==> config.mk <==
export PLATFORM = sky130hd
export DESIGN_NAME = vstore_line_collector
export DESIGN_NICKNAME = d
export VERILOG_FILES = /design/src/rtl/vstore_line_collector.sv
export SDC_FILE = /design/constraint.sdc
export NUM_CORES = 2
export LEC_CHECK = 0
export ABC_AREA = 1
export ABC_CLOCK_PERIOD_IN_PS = 87200
export CORE_AREA = 4 4 487 489
export CTS_CLUSTER_DIAMETER = 30
export DETAILED_ROUTE_END_ITERATION = 10
export DIE_AREA = 0 0 491 493
export GPL_ROUTABILITY_DRIVEN = 0
export GPL_TIMING_DRIVEN = 1
export SLEW_MARGIN = 20
export SYNTH_ARGS = -nofsm -noshare
export SYNTH_HDL_FRONTEND = slang
export SYNTH_SLANG_ARGS = --single-unit
==> constraint.sdc <==
create_clock -name clk -period 87.2 [get_ports clk]
set_input_delay 17.44 -clock clk [delete_from_list [all_inputs] [get_ports clk]]
set_output_delay 17.44 -clock clk [all_outputs]
set_load 0.05 [all_outputs]
==> src/rtl/vstore_line_collector.sv <==
// Collects masked store beats into one VLEN-bit line and emits it as a single
// write pulse to a sink that cannot stall.
module vstore_line_collector #(
  parameter int unsigned VLEN = 1024,
  parameter int unsigned DW   = 64
) (
  input  logic              clk,
  input  logic              reset,
  input  logic              in_valid,
  output logic              in_ready,
  input  logic [63:0]       in_paddr,
  input  logic [DW-1:0]     in_data,
  input  logic [DW/8-1:0]   in_mask,
  input  logic              in_last,
  output logic              out_enable,
  output logic [63:0]       out_paddr,
  output logic [VLEN-1:0]   out_store_data,
  output logic              out_partial,
  output logic [31:0]       out_line_count
);

  localparam int unsigned LINE_BYTES = VLEN / 8;
  localparam int unsigned BEAT_BYTES = DW / 8;
  localparam int unsigned OFF_W      = $clog2(LINE_BYTES);
  localparam int unsigned BOFF_W     = $clog2(BEAT_BYTES);
  localparam int unsigned SLOT_W     = OFF_W - BOFF_W;
  localparam int unsigned BASE_W     = 64 - OFF_W;

  typedef enum logic [1:0] {IDLE, FILL, EMIT} state_t;

  state_t                  state;
  logic [BASE_W-1:0]       base_q;
  logic [VLEN-1:0]         buf_q;
  logic [LINE_BYTES-1:0]   cov_q;

  logic [BASE_W-1:0]       line_addr;
  logic [SLOT_W-1:0]       slot;
  logic                    accept;
  logic                    close_line;
  logic [VLEN-1:0]         merge_buf;
  logic [LINE_BYTES-1:0]   merge_cov;
  logic [BEAT_BYTES-1:0]   mask_sh;
  logic [DW-1:0]           data_sh;
  logic [OFF_W-1:0]        byte_idx;

  assign line_addr = in_paddr[63:OFF_W];
  assign slot      = in_paddr[OFF_W-1:BOFF_W];

  // A beat for a different line is refused while a line is open.
  always_comb begin
    in_ready = 1'b0;
    case (state)
      IDLE:    in_ready = 1'b1;
      FILL:    in_ready = (line_addr == base_q);
      default: in_ready = 1'b0;
    endcase
  end

  assign accept = in_valid && in_ready;

  // Byte-wise merge of the offered beat into the current buffer image.
  always_comb begin
    merge_buf = buf_q;
    merge_cov = cov_q;
    mask_sh   = in_mask;
    data_sh   = in_data;
    byte_idx  = OFF_W'(slot) * OFF_W'(BEAT_BYTES);
    for (int b = 0; b < int'(BEAT_BYTES); b++) begin
      if (mask_sh[0]) begin
        merge_buf[{byte_idx, 3'b000} +: 8] = data_sh[7:0];
        merge_cov[byte_idx]                = 1'b1;
      end
      mask_sh  = mask_sh >> 1;
      data_sh  = data_sh >> 8;
      byte_idx = byte_idx + 1'b1;
    end
  end

  assign close_line = (&merge_cov) || in_last;

  assign out_paddr      = {base_q, {OFF_W{1'b0}}};
  assign out_store_data = buf_q;

  always_ff @(posedge clk or posedge reset) begin
    if (reset) begin
      state          <= IDLE;
      base_q         <= '0;
      buf_q          <= '0;
      cov_q          <= '0;
      out_enable     <= 1'b0;
      out_partial    <= 1'b0;
      out_line_count <= '0;
    end else begin
      out_enable <= 1'b0;
      case (state)
        IDLE: begin
          if (accept) begin
            base_q <= line_addr;
            buf_q  <= merge_buf;
            cov_q  <= merge_cov;
            if (close_line) begin
              state       <= EMIT;
              out_enable  <= 1'b1;
              out_partial <= ~(&merge_cov);
            end else begin
              state <= FILL;
            end
          end
        end
        FILL: begin
          if (accept) begin
            buf_q <= merge_buf;
            cov_q <= merge_cov;
            if (close_line) begin
              state       <= EMIT;
              out_enable  <= 1'b1;
              out_partial <= ~(&merge_cov);
            end
          end else if (in_valid) begin
            // Foreign-line beat flushes the open line; the beat is retried later.
            state       <= EMIT;
            out_enable  <= 1'b1;
            out_partial <= ~(&cov_q);
          end
        end
        EMIT: begin
          state          <= IDLE;
          buf_q          <= '0;
          cov_q          <= '0;
          out_line_count <= out_line_count + 32'd1;
        end
        default: state <= IDLE;
      endcase
    end
  end

endmodule
==> metrics.json <==
{
  "number_of_cells_after_detailed_placement": {"value": 10948},
  "post_cts.resized_instances": {"value": 0},
  "ir_drop": {"value": 0.0219, "unit": "mV"},
  "multi_input_comb_area": {"value": 0.0213, "unit": "mm²"},
  "routed-via-count": {"value": 56267},
  "filler_cell_count": {"value": 23460},
  "synth-seq-area-share": {"value": 55.9, "unit": "%"},
  "design.die.area": {"value": 0.242, "unit": "mm²"},
  "report.final.hold_viol_count": {"value": 0},
  "ctsHtreeMaxLevel": {"value": 5},
  "final-instance-count-excl-fill": {"value": 11554},
  "total_leakage_power": {"value": 36.8, "unit": "nW"},
  "layout-drive-gt1-share": {"value": 8.89, "unit": "%"},
  "tritoncts.num_buffers": {"value": 337},
  "required": {"value": 69.76, "unit": "ns"},
  "maxClockFrequency": {"value": 26.6, "unit": "MHz"},
  "area.sequential": {"value": 0.0312, "unit": "mm²"},
  "final_max_slew_viol_count": {"value": 0},
  "post_cts_setup_buffer_count": {"value": 0},
  "yosys.area.top_type": {"value": "dfrtp_1"},
  "port_buffers": {"value": 1252},
  "class_of_the_worst_hold_path": {"value": "reg2reg"},
  "place_worst_setup_slack": {"value": 49.67, "unit": "ns"},
  "outcome": {"value": "complete, no violations"},
  "grt_pass1_wl": {"value": 418, "unit": "mm"},
  "insertion_delay": {"value": 0.93, "unit": "ns"},
  "finalClockSkew": {"value": 0.0666, "unit": "ns"},
  "final_min_period_over_clock_period": {"value": 43.1, "unit": "%"},
  "drv_cap": {"value": 0},
  "final_critical_path_setup_slack": {"value": 49.64, "unit": "ns"},
  "detail_route.wirelength": {"value": 300, "unit": "mm"},
  "final.min_clock_period": {"value": 37.56, "unit": "ns"},
  "synth_largest_type_area_fraction": {"value": 55.9, "unit": "%"},
  "fp.dieW": {"value": 491, "unit": "µm"},
  "endpoint_kind": {"value": "output pin"},
  "yosys.cell_types.count": {"value": 39},
  "grt-ovfl-total": {"value": 0},
  "via_count_of_the_first_global_routing_pass": {"value": 55548},
  "clkSlewWorstSetupHoldPaths": {"value": 0.04, "unit": "ns"},
  "cts.hold.buffers_added": {"value": 0},
  "die_h": {"value": 493, "unit": "µm"},
  "placedInstanceArea": {"value": 0.0713, "unit": "mm²"},
  "worst_slew_pin_slew": {"value": 1.15, "unit": "ns"},
  "groute.usage.overall": {"value": 23.8, "unit": "%"},
  "avg_inst_size_synth": {"value": 8.10, "unit": "µm²"},
  "timing.final.setup_violations": {"value": 0},
  "design_power_total": {"value": 2.38, "unit": "mW"},
  "yosys_register_bits": {"value": 1245},
  "grt_antenna_before_repair": {"value": 35},
  "grt_start_max_net_pins": {"value": 150},
  "crit_arrival": {"value": 20.12, "unit": "ns"},
  "cts.sink_count": {"value": 1245},
  "design.final.nets": {"value": 8395},
  "timing_worst_setup_path_type": {"value": "in2out"},
  "finish.utilization": {"value": 35.7, "unit": "%"},
  "detailed_place_hpwl": {"value": 229, "unit": "mm"},
  "clock-root-buffer": {"value": "clkbuf_16"},
  "yosys-top-cells-area": {"value": "dfrtp_1 (56%), nand2_1 (17%), o21ai_0 (5.6%)"},
  "final_area": {"value": 0.0830, "unit": "mm²"},
  "fin_worst_hold_slack": {"value": 0.470, "unit": "ns"},
  "floorplan.io_pins": {"value": 1263},
  "syn-instance-count": {"value": 6881},
  "dr.pass1.iters": {"value": 6},
  "power-per-cell-area": {"value": 28.7, "unit": "mW/mm²"},
  "fin_setup_tns": {"value": 0, "unit": "ns"},
  "post_drt_wl_per_cell": {"value": 25.9, "unit": "µm"},
  "floorplan.initialDensity": {"value": 24.0, "unit": "%"},
  "routed_via_density": {"value": 4.87},
  "netlist_area": {"value": 0.0557, "unit": "mm²"},
  "design.core.area": {"value": 0.232, "unit": "mm²"},
  "drt.antenna.violating_nets": {"value": 0},
  "start_kind": {"value": "primary input"},
  "clk_path_buf_depth": {"value": 4},
  "tritoncts": {"value": "done"},
  "yosys_warnings": {"value": 0},
  "post-route-drc-count": {"value": 0},
  "std_cell_rows": {"value": 177},
  "initialDrtViolationCount": {"value": 5189},
  "rsz0062_at_grt": {"value": "no"},
  "critical_path.max_fanout": {"value": 3},
  "areaGrowthSynthToFinish": {"value": 48.9, "unit": "%"},
  "slew-limit-headroom": {"value": 23.2, "unit": "%"}
}
power by group:
part           internal (mW)  switching, mW  total, mW
clock network          0.889          0.375       1.26
logic                  0.112          0.348      0.460
registers              0.624         0.0361      0.660
total                   1.63          0.759       2.38
logic make-up after synthesis:
| kind of cell | share of synthesized area, % |
|---|---|
| adder cells (fa/ha/maj) | 0.225 |
| AO/OA/AOI/OAI | 8.44 |
| flip-flops | 55.9 |
| other | 0.00673 |
| XOR/XNOR | 0.597 |
| buffers and inverters | 5.97 |
| AND/OR/NAND/NOR | 28.8 |
critical path, stage by stage:
cell,delay (ns)
clkdlybuf4s50_1,0.51
inv_1,0.05
nand2_1,0.05
nand2_1,0.05
nor2_1,0.34
nand2_1,0.13
nor2_1,0.12
nand2_1,0.06
nor2_1,0.09
nand2_1,0.21
nand2_2,0.17
clkdlybuf4s50_1,0.88
Yosys cell counts:
cell type	number
or2_0	1
o21ai_1	192
inv_1	457
o21bai_1	1
nand2_2	14
buf_4	21
nand3_1	526
o211ai_1	1
inv_4	2
or2_1	1
nand3_4	14
buf_2	82
clkbuf_2	1
a21oi_1	116
clkinv_1	34
nor3_1	70
o211a_1	1
o21ai_2	4
buf_6	9
nand3_2	26
buf_1	33
nor2_4	8
a21o_1	1
nand2_1	2513
conb_1	1
xor2_1	22
nor3_4	4
clkbuf_1	162
dfrtp_1	1245
nor4_1	32
nor2_2	26
nand4_1	97
nor2_1	505
buf_8	2
inv_2	10
xnor2_1	16
nand2_4	3
ha_1	10
o21ai_0	618
state kept, by name, summed over array words and instances (netlist names):
signal	count
base_q	57
cov_q	128
out_enable	1
out_line_count	32
out_partial	1
out_store_data	1024
state	2
cells in the final DEF, fill, tap and decap left out, types with 33 or more instances in the layout:
| cell type | instances |
|---|---|
| nand2_1 | 2513 |
| clkdlybuf4s50_1 | 1246 |
| dfrtp_1 | 1245 |
| o21ai_0 | 616 |
| nand3_1 | 526 |
| nor2_1 | 501 |
| inv_1 | 454 |
| clkbuf_16 | 340 |
| o21ai_1 | 191 |
| a21oi_1 | 115 |
| nand4_1 | 97 |
| buf_4 | 72 |
| nor3_1 | 70 |
| clkbuf_8 | 65 |
| clkinv_2 | 57 |
| bufinv_16 | 44 |
| clkbuf_1 | 40 |
| clkinv_1 | 33 |
path summary, 6_finish.rpt:
check	endpoint	cells after the start	from	slack, ns
max	in_ready	12	in_paddr[19]	49.64
min	out_store_data[191]	2	out_store_data[191]	0.47
max reg2reg	out_store_data[977]	13	base_q[47]	82.44
min reg2reg	out_store_data[191]	2	out_store_data[191]	0.47
max in group asynchronous	out_store_data[859]	7	reset	65.36
min in group asynchronous	out_store_data[50]	2	reset	17.04
routing by layer:
metal  part of all wire (%)  GRT usage, %  up-vias
li1                       -             -    24915
met5                  0.011             0        -
met4                    5.7          12.4        6
met2                     45          37.0     3067
met1                     40          29.7    27638
met3                    9.9          7.56      641
area by class of cell:
type	count	share of cell area, %
Inverter	503	2.30
Timing Repair Buffer	1329	15.9
Sequential cell	1245	37.6
Clock inverter	144	2.43
Multi-Input combinational cell	4829	25.7
Antenna cell	16	0.0483
Tap cell	3043	4.59
Clock buffer	445	11.5
Note: power is estimated with default switching activity, not from simulation.
